<file path="src/rtl/addr_gen.sv">
// addr_gen: 16-bit address generator for the adu address port.
// Assembles a staged address byte-wise from d, then jumps, increments,
// branches relatively and, when ADDR_GEN_STACK_EN is defined, calls and
// returns through a STACK_DEPTH-entry return-address LIFO.
// Build option: `define ADDR_GEN_STACK_EN to build the call/return stack;
// without it, call and ret are ignored entirely.
module addr_gen #(
    parameter logic [15:0] RESET_ADDR  = 16'h0000,
    parameter int          STACK_DEPTH = 4
) (
    input  logic        clk,
    input  logic        rst,
    input  logic [7:0]  d,
    input  logic        ll,
    input  logic        lh,
    input  logic        jmp,
    input  logic        inc,
    input  logic        rel,
    input  logic        call,
    input  logic        ret,
    output logic [15:0] a,
    output logic        we,
    output logic        err
);

    // Bit 0 = low byte valid, bit 1 = high byte valid.
    typedef enum logic [1:0] {
        EMPTY = 2'b00,
        LO    = 2'b01,
        HI    = 2'b10,
        FULL  = 2'b11
    } stage_t;

    stage_t      state;
    stage_t      state_nxt;
    logic [15:0] stg;
    logic [15:0] a_nxt;
    logic [15:0] a_inc;
    logic        exec;
    logic        err_set;
    logic        consume;
    logic [1:0]  base;

    // Relative branch offset: the data byte is a two's-complement displacement.
    function automatic logic signed [15:0] sext8(input logic signed [7:0] v);
        return {{8{v[7]}}, v};
    endfunction

    assign a_inc = a + 16'd1;

`ifdef ADDR_GEN_STACK_EN
    localparam int IDX_W = $clog2(STACK_DEPTH);
    localparam int SP_W  = IDX_W + 1;

    logic [15:0]      stack [STACK_DEPTH];
    logic [SP_W-1:0]  sp;
    logic             push;
    logic             pop;
    logic             stk_full;
    logic             stk_empty;
    logic [IDX_W-1:0] wr_idx;
    logic [IDX_W-1:0] rd_idx;

    assign stk_full  = (sp == SP_W'(STACK_DEPTH));
    assign stk_empty = (sp == '0);
    assign wr_idx    = sp[IDX_W-1:0];
    assign rd_idx    = IDX_W'(sp - SP_W'(1));
`else
    // Stackless build: call/ret have no effect and STACK_DEPTH is irrelevant.
    localparam int unused_depth = STACK_DEPTH;
    logic          unused_cmd;
    assign unused_cmd = call | ret;
`endif

    // Prioritised command decode: ret > call > jmp > rel > inc.
    always_comb begin
        exec    = 1'b0;
        err_set = 1'b0;
        consume = 1'b0;
        a_nxt   = a;
`ifdef ADDR_GEN_STACK_EN
        push    = 1'b0;
        pop     = 1'b0;
        if (ret) begin
            if (!stk_empty) begin
                exec  = 1'b1;
                pop   = 1'b1;
                a_nxt = stack[rd_idx];
            end else begin
                err_set = 1'b1;
            end
        end else if (call) begin
            if (state != FULL || stk_full) begin
                err_set = 1'b1;
            end else begin
                exec    = 1'b1;
                push    = 1'b1;
                consume = 1'b1;
                a_nxt   = stg;
            end
        end else
`endif
        if (jmp) begin
            if (state == FULL) begin
                exec    = 1'b1;
                consume = 1'b1;
                a_nxt   = stg;
            end else begin
                err_set = 1'b1;
            end
        end else if (rel) begin
            exec  = 1'b1;
            a_nxt = 16'($signed(a) + sext8($signed(d)));
        end else if (inc) begin
            exec  = 1'b1;
            a_nxt = a_inc;
        end
    end

    // Stage tracking: a consumed stage restarts from EMPTY before this
    // cycle's staged bytes are applied; reloading a valid byte keeps its state.
    always_comb begin
        base      = consume ? EMPTY : state;
        state_nxt = stage_t'({base[1] | lh, base[0] | ll});
    end

    // Registered address, strobe, sticky error, stage and stack pointer.
    always_ff @(posedge clk) begin
        if (rst) begin
            a     <= RESET_ADDR;
            we    <= 1'b0;
            err   <= 1'b0;
            stg   <= 16'h0000;
            state <= EMPTY;
`ifdef ADDR_GEN_STACK_EN
            sp    <= '0;
`endif
        end else begin
            a     <= a_nxt;
            we    <= exec;
            err   <= err | err_set;
            state <= state_nxt;
            if (ll) stg[7:0]  <= d;
            if (lh) stg[15:8] <= d;
`ifdef ADDR_GEN_STACK_EN
            if (push)     sp <= sp + SP_W'(1);
            else if (pop) sp <= sp - SP_W'(1);
`endif
        end
    end

`ifdef ADDR_GEN_STACK_EN
    // Return-address storage; contents are only meaningful below sp.
    always_ff @(posedge clk) begin
        if (push && !rst) stack[wr_idx] <= a_inc;
    end
`endif

endmodule

</file>
<file path="config.mk">
export PLATFORM = sky130hd
export DESIGN_NAME = addr_gen
export DESIGN_NICKNAME = d
export VERILOG_FILES = /design/src/rtl/addr_gen.sv
export SDC_FILE = /design/constraint.sdc
export NUM_CORES = 1
export LEC_CHECK = 0
export CORE_MARGIN = 4
export CORE_UTILIZATION = 40
export DETAILED_ROUTE_END_ITERATION = 8
export PLACE_DENSITY = 0.65
export SYNTH_ARGS = -nofsm -noshare
export SYNTH_HDL_FRONTEND = slang
export SYNTH_SLANG_ARGS = --single-unit
</file>
<file path="constraint.sdc">
create_clock -name clk -period 3 [get_ports clk]
set_clock_uncertainty 0.2 [all_clocks]
set_input_delay 0.3 -clock clk [delete_from_list [all_inputs] [get_ports clk]]
set_output_delay 0.3 -clock clk [all_outputs]
set_load 0.02 [all_outputs]
</file>
* Word level (Yosys, flattened, before mapping) *
Index checks and enable logic that the tools add are counted.

operators by class
  bitwise gates (word level) = 3
  eq/ne operators = 2
  reductions and logical operators = 2
  muxes and demuxes = 12
  order comparisons = 0
  $add $sub $neg = 2
  shifts and indexed selects = 0
  multiply operators = 0
  div/mod/pow operators = 0

operators by type and width
  kind                   number
  $mux 16                4
  $add 16x1->16 const B  1
  $add 16x8->16          1
  $mux 1                 7
  $or 1x1->1             3
  $reduce_bool 3->1      1
  $eq 2x2->1 const B     1
  $mux 2                 1
  $ne 2x1->1 const B     1
  $reduce_and 2->1       1

storage, ports and cells
  logic and storage cells = 27
  register bits = 36
  memories = 0
  ROM bits = 0
  latch bits = 0
  RAM bits = 0

* Depth between registers and ports, before layout *
  depth in word-level cells = 5
  gate-level depth with buffers = 8
  gate-level depth less buffers = 8

* Worst setup path before layout *
No wires, ideal clock.

  path kind = reg-to-reg
  start point = register a[0]
  end point = register a[12]
  library setup time = 0.086 ns
  stages on the path, launching flop included = 9
  data required time = 2.714 ns
  arrival time = 2.299 ns
  period minus slack after synthesis = 2.585 ns
  setup slack = 0.415 ns
  path through = dfxtp_1 > ha_1 > fa_1 > a21o_1 > a22oi_1 > a21oi_2 > a31oi_1 > mux2_2 > a221oi_2

on the way
  word-level cells in the longest chain between the ends = 4

RTL lines
  item                      line  text
  start: declaration        21    output logic [15:0] a,
  start signal: assignment  139   a <= a_nxt;
  $add 16x1->16             49    assign a_inc = a + 16'd1;
  $mux 16                   114   end else if (inc) begin
  $mux 16 *                 111   end else if (rel) begin
  $mux 16 *                 103   if (jmp) begin

Mark *: on every way between the ends. The rest lies on a longest branch, timed or not. The select of a mux whose other input is x is not followed.
A chain may end at the register's enable or synchronous reset.

* Worst setup path in the final report *
  start point = input d[0]
  end point = register a[12]

on the way
  word-level cells in the longest chain between the ends = 3

RTL lines
  item                line  text
  start: declaration  13    input logic [7:0] d,
  $add 16x8->16       113   a_nxt = 16'($signed(a) + sext8($signed(d)));
  $mux 16             111
  $mux 16             103

No other way between the ends.

==> flow_summary_export.csv <==
group,metric,value,unit
status,outcome,"finished clean",
placed_design,place_congestion,0.875,
worst_setup_path,critPathKind,"in2reg",
cts,cts_buffer_depth,2,
finish,drive_above_1_share,13.8,%
sta,setup_slack,0.199,ns
sta,worstMarginPinSlew,0.598,ns
floorplanning,start_util,41.8,%
drt,ant_nets,0,
worst_setup_path,cpPeakStageDelay,0.44,ns
sta,setup-tns-final,0,ns
cts,h-tree-depth,2,
synth,synthesis.area,2690,sq um
cts,clk_root_buffer_cell,"clkbuf_8",
power_and_ir_drop,p_leak,0.00138,uW
synth,synth_ff_type,"dfxtp_1",
min_path,hold_class,"reg2reg",
power_and_ir_drop,power_density,418,nW/um^2
power_and_ir_drop,p_comb_share,28.3,%
drt,via_count,2650,
worst_setup_path,crit_path_start_kind,"primary input",
worst_setup_path,cp_slowest_cell,"clkdlybuf4s50_1",
sta,slew_violations,0,
synth,yosysMostFrequentCell,"dfxtp_1",
drt,remaining_drc_errors,0,
sta,relSlewSlack,60.0,%
cts,cts_resized,0,
cts,cts_buffers,5,
floorplanning,row_count,29,
synth,ys.warnings.count,0,
power_and_ir_drop,irDropWorstVdd,0.242,mV
cts,clkTransAtPathRegs,0.08,ns
synth,netlist_top_cells_count,"36 x dfxtp_1, 32 x nor2_1, 31 x nand2_1",
finish,utilization,51.1,%
finish,diodes,0,
worst_setup_path,crit_start,"d[0]",
floorplanning,design.core.area,6420,sq um
cts,post_cts_buffers,0,
synth,synthArstFlopShare,0,%
synth,yosysUniqueCellTypes,59,
synth,synth_top_area_cell,"dfxtp_1",
power_and_ir_drop,clkPwrFrac,32.0,%
drt,drtIter0Drc,291,
placed_design,io_buffers,32,
global_route,antenna_found_initial,0,
global_route,grt_pass1_wl,12.4,mm
synth,synthesis.nets,359,
worst_setup_path,crit_chain,"clkdlybuf4s50_1, ha_1, fa_1, a21o_1, a22oi_1, a21oi_2, a31oi_1, mux2_2, a221oi_2",
drt,first_pass_iters,5,
floorplanning,die_x,89.9,um
global_route,grt_pass1_vias,2500,
worst_setup_path,r2r-start,"a[0]",
cts,ctsHoldBuffers,0,
sta,fmax,357,MHz
synth,syn-mean-instance-area,8.26,sq um
power_and_ir_drop,intPower,932,uW
cts,numClockSinks,36,
sta,rsz0062_at_grt,"false",
sta,period_share,93.4,%
power_and_ir_drop,swShare,32.0,%
floorplanning,ioPinCount,35,
synth,ys_top_cells_by_area,"dfxtp_1 27%, ha_1 7.5%, mux2i_1 6.7%, a21oi_1 5.4%, nor2_1 4.5%",
synth,synth_top_area_share,26.8,%
drt,vias_per_cell,5.93,
drt,avgRoutedWirePerCell,16.9,um
power_and_ir_drop,switching_power,439,uW
worst_setup_path,endpoint_kind,"flop",
finish,area_growth,22.1,%
sta,hold_viol,0,
synth,syn_inst,325,
worst_setup_path,crit_arrival,2.81,ns
power_and_ir_drop,seqPwrFrac,39.7,%
floorplanning,dieArea,8090,sq um
synth,ys_ff_latch,36,
sta,period_needed,2.80,ns
placed_design,dp_hpwl,5.66,mm
drt,drt_wl_total,7.57,mm
finish,fin_nets,403,
cts,cts_tree,"yes",
cts,clock_latency,0.29,ns
synth,synth_edf_count,0,
sta,setup_viol,0,
global_route,grt_usage,18.5,%
worst_setup_path,crit_path_max_fanout,3,
synth,synth.yosys.seq_area_share,26.8,%
flow_run,cap_violations,0,
floorplanning,dieHeight,89.9,um
min_path,min-delay-start,"err",
global_route,grt_overflow,0,
worst_setup_path,worstPathRequired,3.01,ns
placed_design,pre_cts_slack,-0.0902,ns
global_route,grt_start_max_net_pins,35,
-- power groups by stage --
stage	Sequential, uW	Clock [uW]	Combinational [uW]
floorplan	568	0	234
finish	544	439	388
global placement	553	0	380
CTS	543	447	387
global route	548	471	425
detailed placement	554	0	384
-- cells in the final DEF (no fill, tap or decap), types with 2 or more instances in the layout --
| master | count |
|---|---|
| a31oi_1 | 6 |
| nor3_1 | 3 |
| nand2b_1 | 3 |
| o221ai_1 | 2 |
| nor2_1 | 32 |
| mux2_2 | 2 |
| ha_1 | 16 |
| o21bai_1 | 2 |
| or3_1 | 3 |
| clkbuf_8 | 5 |
| and2_1 | 3 |
| or4_1 | 3 |
| and4_2 | 2 |
| dfxtp_1 | 36 |
| nand2_1 | 31 |
| o2111ai_1 | 2 |
| a311oi_1 | 2 |
| a21oi_1 | 29 |
| a221oi_2 | 2 |
| a21o_1 | 8 |
| inv_1 | 6 |
| o21ai_0 | 17 |
| o211ai_1 | 6 |
| xnor2_1 | 6 |
| and3_1 | 4 |
| a221oi_1 | 6 |
| nand3_1 | 11 |
| a2bb2oi_1 | 3 |
| and3_2 | 4 |
| a21boi_0 | 2 |
| mux2i_1 | 18 |
| nand4_1 | 3 |
| xor2_1 | 9 |
| nor2b_1 | 3 |
| buf_4 | 22 |
| clkdlybuf4s50_1 | 32 |
| o21a_1 | 2 |
-- layer usage --
metal | vias up | GRT usage, % | routed length, um
li1 | 1298 | - | -
met1 | 1268 | 24.7 | 3590
met2 | 74 | 31.6 | 3500
met3 | 10 | 2.84 | 385
met4 | 0 | 3.95 | 87
met5 | - | 0 | 0
-- metrics by stage --
stage / std cells / hold WS (ns) / instance area, sq um / power, uW
detailed placement: 439 / 0.260 / 3170 / 938
global placement: 439 / 0.258 / 3170 / 933
finish: 447 / 0.282 / 3280 / 1370
global route: 447 / 0.324 / 3280 / 1440
CTS: 447 / 0.287 / 3280 / 1380
floorplan: 325 / 0.247 / 2690 / 802
-- final timing paths --
| kind | slack [ns] | cells past startpoint | endpoint |
|---|---|---|---|
| setup / recovery | 0.20 | 9 | a[12] |
| setup reg to reg | 0.23 | 8 | a[12] |
| hold / removal | 0.28 | 2 | err |
| hold reg to reg | 0.28 | 2 | err |
-- logic make-up (layout without fill, tap and decap cells) --
family                     after synthesis  count (layout)  share of synthesized area, %
and+or+nand+nor                        115             115                          22.9
muxes                                   21              21                          8.11
adders and majority gates               17              17                          8.20
xor gates and xnor gates                15              15                          4.89
DFF                                     36              36                          26.8
AOI/OAI and AO/OA                       98              98                          24.6
buffers and inverters                   23              68                          4.52
-- critical path, delay by kind of cell --
family	cells	cell delay, ns
AOI/OAI and AO/OA	5	1.07
adders and majority gates	2	0.64
buffers and inverters	1	0.44
muxes	1	0.36
-- area by class of cell --
type                    count  area (sq um)
clock buffers               5          68.8
multi-input cells         266          1840
repair buffers             54           485
flip-flops and latches     36           721
fillers                   632          3140
inverters                   6          22.5
clock inverters             3          42.5
well taps                  77          96.3
-- sequential cells by signal, indices dropped and copies added, names as in the netlist --
signal,cells
we,1
a,16
err,1
stg,16
state,2
Note: power is estimated with default switching activity, not from simulation.
